==> src/rtl/seg_scan_mux.sv <==
// Multiplexed seven-segment scan driver with per-frame input snapshot, PWM brightness,
// blank mask and decimal points. Define SEG_LZB_EN to add leading-zero blanking.
module seg_scan_mux #(
    parameter int NUM_DIGITS = 8,
    parameter int TICK_DIV   = 65536,
    parameter int BRIGHT_W   = 3,
    parameter int ACTIVE_LOW = 1
) (
    input  logic                    clk,
    input  logic                    rst,
    input  logic [4*NUM_DIGITS-1:0] digits,
    input  logic [NUM_DIGITS-1:0]   dp,
    input  logic [NUM_DIGITS-1:0]   blank,
    input  logic [BRIGHT_W-1:0]     brightness,
    output logic [6:0]              seg,
    output logic                    dp_out,
    output logic [NUM_DIGITS-1:0]   an,
    output logic                    frame_start
);

    localparam int   PW   = $clog2(TICK_DIV);
    localparam int   IW   = (NUM_DIGITS > 1) ? $clog2(NUM_DIGITS) : 1;
    localparam int   STEP = TICK_DIV >> BRIGHT_W;
    localparam logic POL  = (ACTIVE_LOW != 0);

    logic [PW-1:0]           presc;
    logic [IW-1:0]           idx;
    logic [4*NUM_DIGITS-1:0] sh_digits;
    logic [NUM_DIGITS-1:0]   sh_dp;
    logic [NUM_DIGITS-1:0]   sh_blank;
    logic [BRIGHT_W-1:0]     sh_bright;

    logic [NUM_DIGITS-1:0]   live_blank;
    logic [4*NUM_DIGITS-1:0] cur_digits;
    logic [NUM_DIGITS-1:0]   cur_dp;
    logic [NUM_DIGITS-1:0]   cur_blank;
    logic [BRIGHT_W-1:0]     cur_bright;
    logic [3:0]              nib;
    logic                    dp_bit;
    logic                    blk;
    logic [PW:0]             thr;
    logic                    lit;
    logic [NUM_DIGITS-1:0]   an_hi;
    logic [6:0]              seg_hi;

    function automatic logic [6:0] hex7(input logic [3:0] h);
        case (h)
            4'h0: hex7 = 7'h7E;  4'h1: hex7 = 7'h30;
            4'h2: hex7 = 7'h6D;  4'h3: hex7 = 7'h79;
            4'h4: hex7 = 7'h33;  4'h5: hex7 = 7'h5B;
            4'h6: hex7 = 7'h5F;  4'h7: hex7 = 7'h70;
            4'h8: hex7 = 7'h7F;  4'h9: hex7 = 7'h7B;
            4'hA: hex7 = 7'h77;  4'hB: hex7 = 7'h1F;
            4'hC: hex7 = 7'h4E;  4'hD: hex7 = 7'h3D;
            4'hE: hex7 = 7'h4F;  default: hex7 = 7'h47;
        endcase
    endfunction

`ifdef SEG_LZB_EN
    logic [NUM_DIGITS-1:0] lzb;
    logic                  lead;

    // Blank zero digits from the left until the first significant one; digit 0 always shows.
    always_comb begin
        lzb  = '0;
        lead = 1'b1;
        for (int k = NUM_DIGITS - 1; k >= 1; k--) begin
            if (lead && digits[4*k +: 4] == 4'h0 && !dp[k]) lzb[k] = 1'b1;
            else                                              lead   = 1'b0;
        end
        live_blank = blank | lzb;
    end
`else
    assign live_blank = blank;
`endif

    assign frame_start = (presc == '0) && (idx == '0);

    always_ff @(posedge clk or negedge rst) begin
        if (!rst) begin
            presc <= '0;
            idx   <= '0;
        end else if (presc == PW'(TICK_DIV - 1)) begin
            presc <= '0;
            idx   <= (idx == IW'(NUM_DIGITS - 1)) ? '0 : idx + 1'b1;
        end else begin
            presc <= presc + 1'b1;
        end
    end

    always_ff @(posedge clk or negedge rst) begin
        if (!rst) begin
            sh_digits <= '0;
            sh_dp     <= '0;
            sh_blank  <= '1;
            sh_bright <= '0;
        end else if (frame_start) begin
            sh_digits <= digits;
            sh_dp     <= dp;
            sh_blank  <= live_blank;
            sh_bright <= brightness;
        end
    end

    // The first slot of a frame decodes the live inputs so it already shows the new frame.
    always_comb begin
        cur_digits = frame_start ? digits     : sh_digits;
        cur_dp     = frame_start ? dp         : sh_dp;
        cur_blank  = frame_start ? live_blank : sh_blank;
        cur_bright = frame_start ? brightness : sh_bright;
        nib    = 4'h0;
        dp_bit = 1'b0;
        blk    = 1'b1;
        for (int k = 0; k < NUM_DIGITS; k++) begin
            if (idx == IW'(k)) begin
                nib    = cur_digits[4*k +: 4];
                dp_bit = cur_dp[k];
                blk    = cur_blank[k];
            end
        end
        thr = (PW+1)'((int'(cur_bright) + 1) * STEP);
        lit = !blk && ({1'b0, presc} < thr);
        an_hi = '0;
        for (int k = 0; k < NUM_DIGITS; k++) an_hi[k] = lit && (idx == IW'(k));
        seg_hi = lit ? hex7(nib) : 7'h00;
    end

    always_ff @(posedge clk or negedge rst) begin
        if (!rst) begin
            an     <= {NUM_DIGITS{POL}};
            seg    <= {7{POL}};
            dp_out <= POL;
        end else begin
            an     <= an_hi ^ {NUM_DIGITS{POL}};
            seg    <= seg_hi ^ {7{POL}};
            dp_out <= (lit & dp_bit) ^ POL;
        end
    end

endmodule

==> config.mk <==
export PLATFORM = sky130hd
export DESIGN_NAME = seg_scan_mux
export DESIGN_NICKNAME = d
export VERILOG_FILES = /design/src/rtl/seg_scan_mux.sv
export SDC_FILE = /design/constraint.sdc
export NUM_CORES = 1
export LEC_CHECK = 0
export ABC_AREA = 1
export CAP_MARGIN = 10
export CORE_MARGIN = 2
export CORE_UTILIZATION = 26
export DETAILED_ROUTE_END_ITERATION = 10
export SYNTH_ARGS = -nofsm -noshare
export SYNTH_HDL_FRONTEND = slang
export SYNTH_SLANG_ARGS = --single-unit
==> constraint.sdc <==
create_clock -name clk -period 3.4 [get_ports clk]
set_clock_uncertainty 0.2 [all_clocks]
set_input_delay 0.34 -clock clk [delete_from_list [all_inputs] [get_ports clk]]
set_output_delay 0.34 -clock clk [all_outputs]
set_load 0.02 [all_outputs]
=== After elaboration in Yosys (flattened, before gate mapping) ===
Memories as Yosys holds them, arrays and structs flattened.
Index checks and enable logic that the tools add are counted.

* ROM bits: 112
* Output and inout bits: 17
* Bits in registers: 86
* Logic and storage cells: 70
* Input port bits: 53
* Memories: 1

* Order comparisons: 1
* Muxes and demuxes: 31
* Reduce and logical (&&, ||, !) cells: 13
* Equal/unequal tests: 8
* Add/subtract/negate cells: 3
* Bitwise logic cells: 4

{| class="wikitable"
|+ Memories
! name !! words !! width !! rd ports !! clocked after memory_dff !! write ports !! RTL line !! RTL
|-
| (name not given) || 16 || 7 || 1 || 0 || 0 || 47 || <nowiki>case (h)</nowiki>
|}

{| class="wikitable"
|+ Operators with widths
! operator !! count
|-
| $mux 32 || 1
|-
| $mux 4 || 8
|-
| $lt 16x17->1 || 1
|-
| $add 16x1->16 const B || 1
|-
| $eq 16x16->1 const B || 1
|-
| $logic_not 16->1 || 1
|-
| $mux 1 || 16
|-
| $mux 16 || 1
|-
| $mux 8 || 2
|-
| $eq 3x3->1 const B || 4
|-
| $logic_and 1x1->1 || 10
|-
| $not 8->8 || 1
|-
| $mux 7 || 1
|-
| $not 7->7 || 1
|-
| $eq 3x2->1 const B || 2
|-
| $mux 3 || 2
|-
| $add 3x1->4 const B || 1
|-
| $add 3x1->3 const B || 1
|-
| $eq 3x1->1 const B || 1
|-
| $logic_not 3->1 || 1
|-
| $and 1x1->1 || 1
|-
| $logic_not 1->1 || 1
|-
| $not 1->1 || 1
|}

=== Longest topological paths before layout ===
Gate-level depths: netlist of run 1.

* Depth after elaboration: 15
* Depth in mapped cells: 24
* Depth with buffers taken out: 23

=== Worst setup path before layout of run 1 ===
OpenSTA, ideal clock, no wires.

* Path type: flip-flop to flip-flop
* From: register idx[0]
* To: register seg[4]
* Data arrival time: 2.649 ns
* Cell stages (with the launch flop): 21
* Library setup time: 0.082 ns
* Path slack: 0.468 ns
* Period minus slack after synthesis: 2.932 ns
* Path buffers: 2
* Cell sequence: dfrtp_1 -> inv_1 -> ha_1 -> nand2_2 -> nor2_4 -> nand3_4 -> buf_2 -> nand2_1 -> nand2_1 -> ha_1 -> inv_1 -> ha_1 -> o21ai_1 -> nand2_1 -> a21oi_1 -> nor2_1 -> a21oi_1 -> nand2_2 -> inv_2 -> buf_6 -> nand3_1

* Elaborated cells between the ends (all ways): 35
* Classes of those cells: add/sub: 1; order compare: 1; eq/ne: 7; mux: 20; bitwise: 1; reduce/logical: 4; memory: 1

{| class="wikitable"
|+ RTL lines
! item !! RTL line !! RTL
|-
| start, declared || 27 || <nowiki>logic [IW-1:0] idx;</nowiki>
|-
| start signal, assigned || 85 || <nowiki>idx <= (idx == IW'(NUM_DIGITS - 1)) ? '0 : idx + 1'b1;</nowiki>
|-
| $logic_not 3->1 || 77 || <nowiki>assign frame_start = (presc == '0) && (idx == '0);</nowiki>
|-
| $logic_and 1x1->1 || 77 ||
|-
| $mux 3 || - ||
|-
| via cur_bright[1] || 37 || <nowiki>logic [BRIGHT_W-1:0] cur_bright;</nowiki>
|-
| $add 3x1->4 || 121 || <nowiki>thr = (PW+1)'((int'(cur_bright) + 1) * STEP);</nowiki>
|-
| $lt 16x17->1 || 122 || <nowiki>lit = !blk && ({1'b0, presc} < thr);</nowiki>
|-
| $logic_and 1x1->1 || 122 ||
|-
| $mux 7 || 125 || <nowiki>seg_hi = lit ? hex7(nib) : 7'h00;</nowiki>
|-
| $not 7->7 (no source line) || - ||
|-
| end signal, assigned || 131 || <nowiki>seg <= {7{POL}};</nowiki>
|-
| end signal, assigned || 135 || <nowiki>seg <= seg_hi ^ {7{POL}};</nowiki>
|-
| end, declared || 15 || <nowiki>output logic [6:0] seg,</nowiki>
|}

The timed path passes the listed nets, and every way through them passes these cells.
A chain may end at the register's enable or synchronous reset.

=== Worst setup path in the final report of run 1 ===
* From: register idx[0]
* To: register seg[3]

The elaborated chain is that of the path after synthesis.

==> results of run 1 <==
==> worst paths after layout <==
| check | startpoint | endpoint | slack (ns) | cells past startpoint |
|---|---|---|---|---|
| max | idx[0] | seg[3] | 0.33 | 19 |
| min | sh_digits[30] | sh_digits[30] | 0.28 | 2 |
| max reg2reg | idx[0] | seg[3] | 0.33 | 19 |
| min reg2reg | sh_digits[30] | sh_digits[30] | 0.28 | 2 |
| max in group asynchronous | rst | sh_blank[7] | 1.78 | 3 |
| min in group asynchronous | rst | sh_digits[18] | 0.46 | 2 |
==> worst max-delay path, delay by kind of cell, from the launching register on <==
kind | cells | cell delay (ns)
AND/OR/NAND/NOR | 9 | 0.91
adder cells (fa/ha/maj) | 3 | 0.66
buffers and inverters | 4 | 0.48
flip-flops | 1 | 0.40
AO/OA/AOI/OAI | 3 | 0.33
==> power groups by stage <==
stage	clock network (mW)	registers [mW]	logic (mW)
finish	1.06	1.09	0.224
global route	1.13	1.09	0.252
CTS	1.08	1.09	0.228
detailed placement	0	1.10	0.226
global placement	0	1.10	0.225
floorplan	0	1.11	0.0867
==> sequential cells by signal, indices dropped and copies added (netlist names) <==
signal     flops
sh_dp          8
sh_blank       8
dp_out         1
idx            3
seg            7
sh_bright      3
an             8
presc         16
sh_digits     32
==> kinds of logic after synthesis <==
family / after synthesis
AOI/OAI and AO/OA: 24
xor gates and xnor gates: 10
adders and majority gates: 17
buffers and inverters: 90
DFF: 86
muxes: 1
and+or+nand+nor: 360
==> placed cells by master (no fill, tap or decap), types with 8 or more instances in the layout <==
| cell type | synthesis | routed |
|---|---|---|
| ha_1 | 17 | 17 |
| buf_4 | 0 | 11 |
| nand4_1 | 9 | 9 |
| nand2_1 | 233 | 231 |
| dfstp_2 | 24 | 24 |
| clkdlybuf4s50_1 | 0 | 68 |
| nand3_1 | 46 | 46 |
| nor2_1 | 35 | 35 |
| dfrtp_1 | 62 | 62 |
| o21ai_0 | 9 | 9 |
| and2_1 | 8 | 8 |
| clkbuf_16 | 0 | 9 |
| inv_1 | 73 | 73 |
==> per-layer routing <==
layer  up-vias  wire length, um
met4         0              195
met5         -                0
met1      1771             5250
li1       1974                -
met3        12              456
met2        58             5260
==> per-stage QoR <==
stage,util,std cells
2_1_floorplan,-,588
3_3_place_gp,0.322,881
3_5_place_dp,0.322,881
4_1_cts,0.341,898
5_1_grt,0.342,898
6_report,0.342,898
==> final cells by class <==
type	instances	share of cell area
inverters	78	0.0505
well taps	225	0.0478
multi-input cells	412	0.343
repair buffers	81	0.133
clock inverters	6	0.0144
clock buffers	10	0.0406
flip-flops and latches	86	0.370
==> repair_timing <==
item / CTS / global route
endpoints found under the hold margin: 46 / 0
setup endpoints to repair: 0 / 16
buffers inserted: 0 / 0
hold buffers: 1 / 0
resized for setup: 0 / 6
==> flow_summary.toml, run 1 <==
[floorplan]
core_mm2 = 0.0172
die_area_mm2 = 0.0187
rows = 48
fp.dieW_um = 137
io_pins = 70
die_y_um = 137
initial_core_util = 0.266

[critical_path]
critical_path.max_fanout = 13
timing.critical_path.arrival_ns = 3.13
required_ns = 3.47
cp_slowest_stage_delay_ns = 0.40
critical_path.cell_chain = "inv_1 > ha_1 > nand2_2 > nor2_4 > nand3_4 > inv_4 > nand2_1 > nand2_1 > ha_1 > inv_1 > ha_1 > o21ai_1 > nand2_1 > a21oi_1 > nor2_1 > a21oi_1 > nand2_2 > inv_4 > nand3_1"
criticalPathCategory = "register to register"
setup.worst_path.end_class = "register"
crit_path_start_kind = "register"
max_stage_delay_cell_worst_path = "dfrtp_1"

[clock_network]
cts_buffers = 9
root_buffer = "clkbuf_16"
cts_tree = "yes"
cts_max_level = 3
cts.reportedPaths.clkPinSlew_ns = 0.06
clk-insertion-delay-late_ns = 0.35
cts_max_path_buffers = 2
clock_sink_count = 86

[sta]
final_critical_path_setup_slack_ns = 0.332
finalCritPeriodShare = 0.902
maxClockFrequency_ghz = 0.326
fin_tns_setup_ns = 0
actual_slew_at_the_worst_max_slew_pin_ns = 0.889
finalSetupViolCount = 0
slew_viol_final = 0
timing.final.crit_period_ns = 3.07
slew-limit-headroom = 0.407
timing_hold_violations_final = 0
final.hold.worst_slack_ns = 0.277
unrepaired_setup_endpoints_after_global_routing = "false"

[global_route]
grt_first_pass_wirelength_mm = 18.3
grt_util_met3 = 0.0256
use_met2 = 0.206
antenna_found_initial = 0
grt_max_degree = 71
busiest_layer = "met2"
grt_use_total = 0.127
globalRouteOverflowTotal = 0
grt_pass1_vias = 3720
met1_usage = 0.167

[final_layout]
antenna_diode_count = 0
synthToLayoutAreaGrowth_pct = 28.6
layout-drive-gt1-share = 0.110
fin_area_mm2 = 0.00589
num-fill-cells = 1767
multiInputGateArea_mm2 = 0.00202
finalNetCount = 738
final-seq-area_mm2 = 0.00218

[pwr]
p_clk_frac = 0.448
switchingPower_mw = 0.529
internal-power_mw = 1.84
p_total_mw = 2.37
leakagePower_nw = 2.91
power_switching_share = 0.223
worst_ir_drop_vdd_mv = 0.223
share_comb_of_total_power = 0.094
sequentialPowerShare = 0.458
cell_area_power_density_mw_per_mm2 = 402

[yosys]
yosys-top-cells-count = "nand2_1 (233), inv_1 (73), dfrtp_1 (62), nand3_1 (46), nor2_1 (35)"
synth_async_sr_flop_share = 1.00
syn-num-nets = 658
post_synth_and_or_nand_nor_area_fraction = 0.341
synth_top_cell_by_area = "dfrtp_1"
synth_warnings = 0
mappedNetlistArea_mm2 = 0.00458
synth_enable_flop_cells = 0
synth-xor-area-share = 0.0191
avgSynthCellArea_um2 = 7.79
synthesized_area_fraction_occupied_by_adder_cells = 0.0464
yosys-mux-area-fraction = 0.00219
most_frequent_cell_after_synthesis = "nand2_1"
yosys.area.top_type_share = 0.339
synth_compound_area_frac = 0.0311
netlist-cell-type-count = 35
netlist_instances = 588
ys_top_cells_by_area = "dfrtp_1 (34%), nand2_1 (19%), dfstp_2 (14%)"
synth_ff_type = "dfrtp_1"
seq_area_frac_synth = 0.476
combinational_family_with_the_most_area_after_synthesis = "simple AND/OR/NAND/NOR gates"
ys_seq_elements = 86

[routing]
post-route-drc-count = 0
dr.first_iter.drc_count = 305
routed_via_density = 4.25
route.vias.total = 3815
routed_wire_length_mm = 11.2
dr.pass1.iters = 4
antenna_violating_nets_post_route = 0
routed_wire_length_per_instance_um = 12.4

[status]
status = "finished, final reports clean"

[placement]
gp_congestion = 0.810
port_buffers = 69
dpl_cell_area_mm2 = 0.00554
post-dp-hpwl_mm = 8.31
place_ws_ns = 0.166

[flow_run]
cap_viol_max_count = 0

[hold_path]
holdCritPathClass = "register to register"
No activity file was read; power rests on OpenSTA's default activity.
==> inputs of run 2 (changes only) <==
--- a/config.mk
+++ b/config.mk
@@ -10,6 +10,7 @@
 export CORE_MARGIN = 2
 export CORE_UTILIZATION = 26
 export DETAILED_ROUTE_END_ITERATION = 10
+export SETUP_SLACK_MARGIN = 0.5
 export SYNTH_ARGS = -nofsm -noshare
 export SYNTH_HDL_FRONTEND = slang
 export SYNTH_SLANG_ARGS = --single-unit
==> run 2 against run 1 <==
The run now ends with hold timing left. Count of clock-buffer cells in the layout increased by 1. Worst setup slack better by 0.20 ns. Combinational power is 13% higher. Sequential share of layout area fell by 2.7 points. Via count increased by 5.0%. Clock power decreased by 4%. Flip-flop and latch count unchanged. Worst hold slack got worse by 0.31 ns. Global-route usage increased by 0.32 points.
==> flow_summary.toml, run 2 (same netlist as run 1, synthesis figures left out) <==
[status]
status = "finished with violations"
violations = "hold timing"

[sta]
fin_tns_setup_ns = 0
slew-limit-headroom = 0.336
finalCritPeriodShare = 0.845
timing_hold_violations_final = 46
slew_viol_final = 0
actual_slew_at_the_worst_max_slew_pin_ns = 0.997
unrepaired_setup_endpoints_after_global_routing = "true"
finalSetupViolCount = 0
timing.final.crit_period_ns = 2.87
maxClockFrequency_ghz = 0.348
final_critical_path_setup_slack_ns = 0.528
final.hold.worst_slack_ns = -0.0357

[critical_path]
critical_path.max_fanout = 6
crit_path_start_kind = "register"
timing.critical_path.arrival_ns = 2.94
max_stage_delay_cell_worst_path = "dfrtp_1"
required_ns = 3.47
worst_path_most_repeated_cell = "nand2_1"
setup.worst_path.end_class = "register"
critical_path.cell_chain = "inv_2 > ha_4 > nand2_4 > nor2_4 > nand3_4 > buf_12 > nand2_1 > nand3_1 > nand3_1 > nand2_1 > nand2_1 > nand2_1 > nand2_2 > nand2_1 > nand2_2 > nand2_4 > ha_1 > nand3_1 > nand3_1 > nand3_2"
criticalPathCategory = "register to register"
cp_slowest_stage_delay_ns = 0.41

[pwr]
p_total_mw = 2.36
worst_ir_drop_vdd_mv = 0.196
cell_area_power_density_mw_per_mm2 = 371
leakagePower_nw = 3.09

[global_route]
met1_usage = 0.164
grt_first_pass_wirelength_mm = 18.8
globalRouteOverflowTotal = 0
use_met2 = 0.214
grt_util_met3 = 0.0322
busiest_layer = "met2"
grt_max_degree = 80
grt_pass1_vias = 3842
grt_use_total = 0.130
antenna_found_initial = 0

[final_layout]
final-seq-area_mm2 = 0.00218
final_cell_mix = "nand2_1 (216), clkdlybuf4s50_1 (67), inv_1 (66)"
largest_register_ffs = 32
layout.cells.most_common = "nand2_1"
fin_area_mm2 = 0.00636
finalNetCount = 767
largest_register = "sh_digits"
antenna_diode_count = 0
synthToLayoutAreaGrowth_pct = 39.0
biggestRegsByFlops = "sh_digits: 32 flops, presc: 16 flops"
final_core_utilization = 0.369
stdcell_count = 927
layout-drive-gt1-share = 0.215
num-fill-cells = 1721
multiInputGateArea_mm2 = 0.00224

[routing]
dr.pass1.iters = 4
antenna_violating_nets_post_route = 0
post-route-drc-count = 0
routed_wire_length_mm = 12.0
routed_wire_length_per_instance_um = 13.0
route.vias.total = 4006
dr.first_iter.drc_count = 240
routed_via_density = 4.32

[clock_network]
clock_sink_count = 86
cts_max_level = 3
cts_hold_buffers = 0
root_buffer = "clkbuf_16"
cts_max_path_buffers = 2
clk-insertion-delay-late_ns = 0.34
cts_tree = "yes"
cts.reportedPaths.clkPinSlew_ns = 0.06
cts_buffers = 9

[placement]
port_buffers = 69
gp_congestion = 0.795
place_ws_ns = 0.213
dpl_cell_area_mm2 = 0.00557
post-dp-hpwl_mm = 8.43
place.detailed.instances = 884

[floorplan]
fp.dieW_um = 137
rows = 48
die_area_mm2 = 0.0187
io_pins = 70
die_y_um = 137
initial_core_util = 0.266
core_mm2 = 0.0172

[hold_path]
holdCritPathClass = "input port to asynchronous set/reset pin"

[flow_run]
cap_viol_max_count = 0
## run 2: worst max-delay path: cells and delay by family, from the launching register on
family | cells | cell delay [ns]
flops | 1 | 0.41
fa+ha+maj | 2 | 0.45
simple gates | 16 | 1.45
buf+inv | 2 | 0.27
## run 2: worst paths after layout
path | end | slack (ns) | from | depth (start not counted)
max | seg[3] | 0.53 | idx[1] | 20
min | sh_dp[7] | -0.04 | rst | 1
max reg2reg | seg[3] | 0.53 | idx[1] | 20
min reg2reg | sh_digits[22] | 0.27 | sh_digits[22] | 2
max in group asynchronous | seg[2] | 2.27 | rst | 2
min in group clk | sh_digits[22] | 0.27 | sh_digits[22] | 2
## run 2: power breakdown
group          switching, mW  total [mW]  internal (mW)
Combinational          0.130       0.253          0.123
Sequential            0.0127        1.09           1.07
Clock                  0.412        1.02          0.609
Total                  0.554        2.36           1.81
## run 2: per-layer routing
metal	share of wire	routed length, um
met1	0.45	5420
met2	0.49	5850
met3	0.043	514
met4	0.020	243
met5	0	0
## run 2: layout make-up
| type | count | area share |
|---|---|---|
| inverters | 78 | 0.0491 |
| repair inverters | 1 | 0.000983 |
| well taps | 225 | 0.0442 |
| clock inverters | 5 | 0.00885 |
| clock buffers | 11 | 0.0397 |
| flip-flops and latches | 86 | 0.343 |
| multi-input cells | 412 | 0.352 |
| repair buffers | 109 | 0.162 |
## run 2: timing repair
item                       CTS  global route
resized for setup           14            68
setup endpoints to repair   17            16
gates cloned                 0             2
hold endpoints to repair     0             0
setup buffers                6            19
pin swaps                    3            32
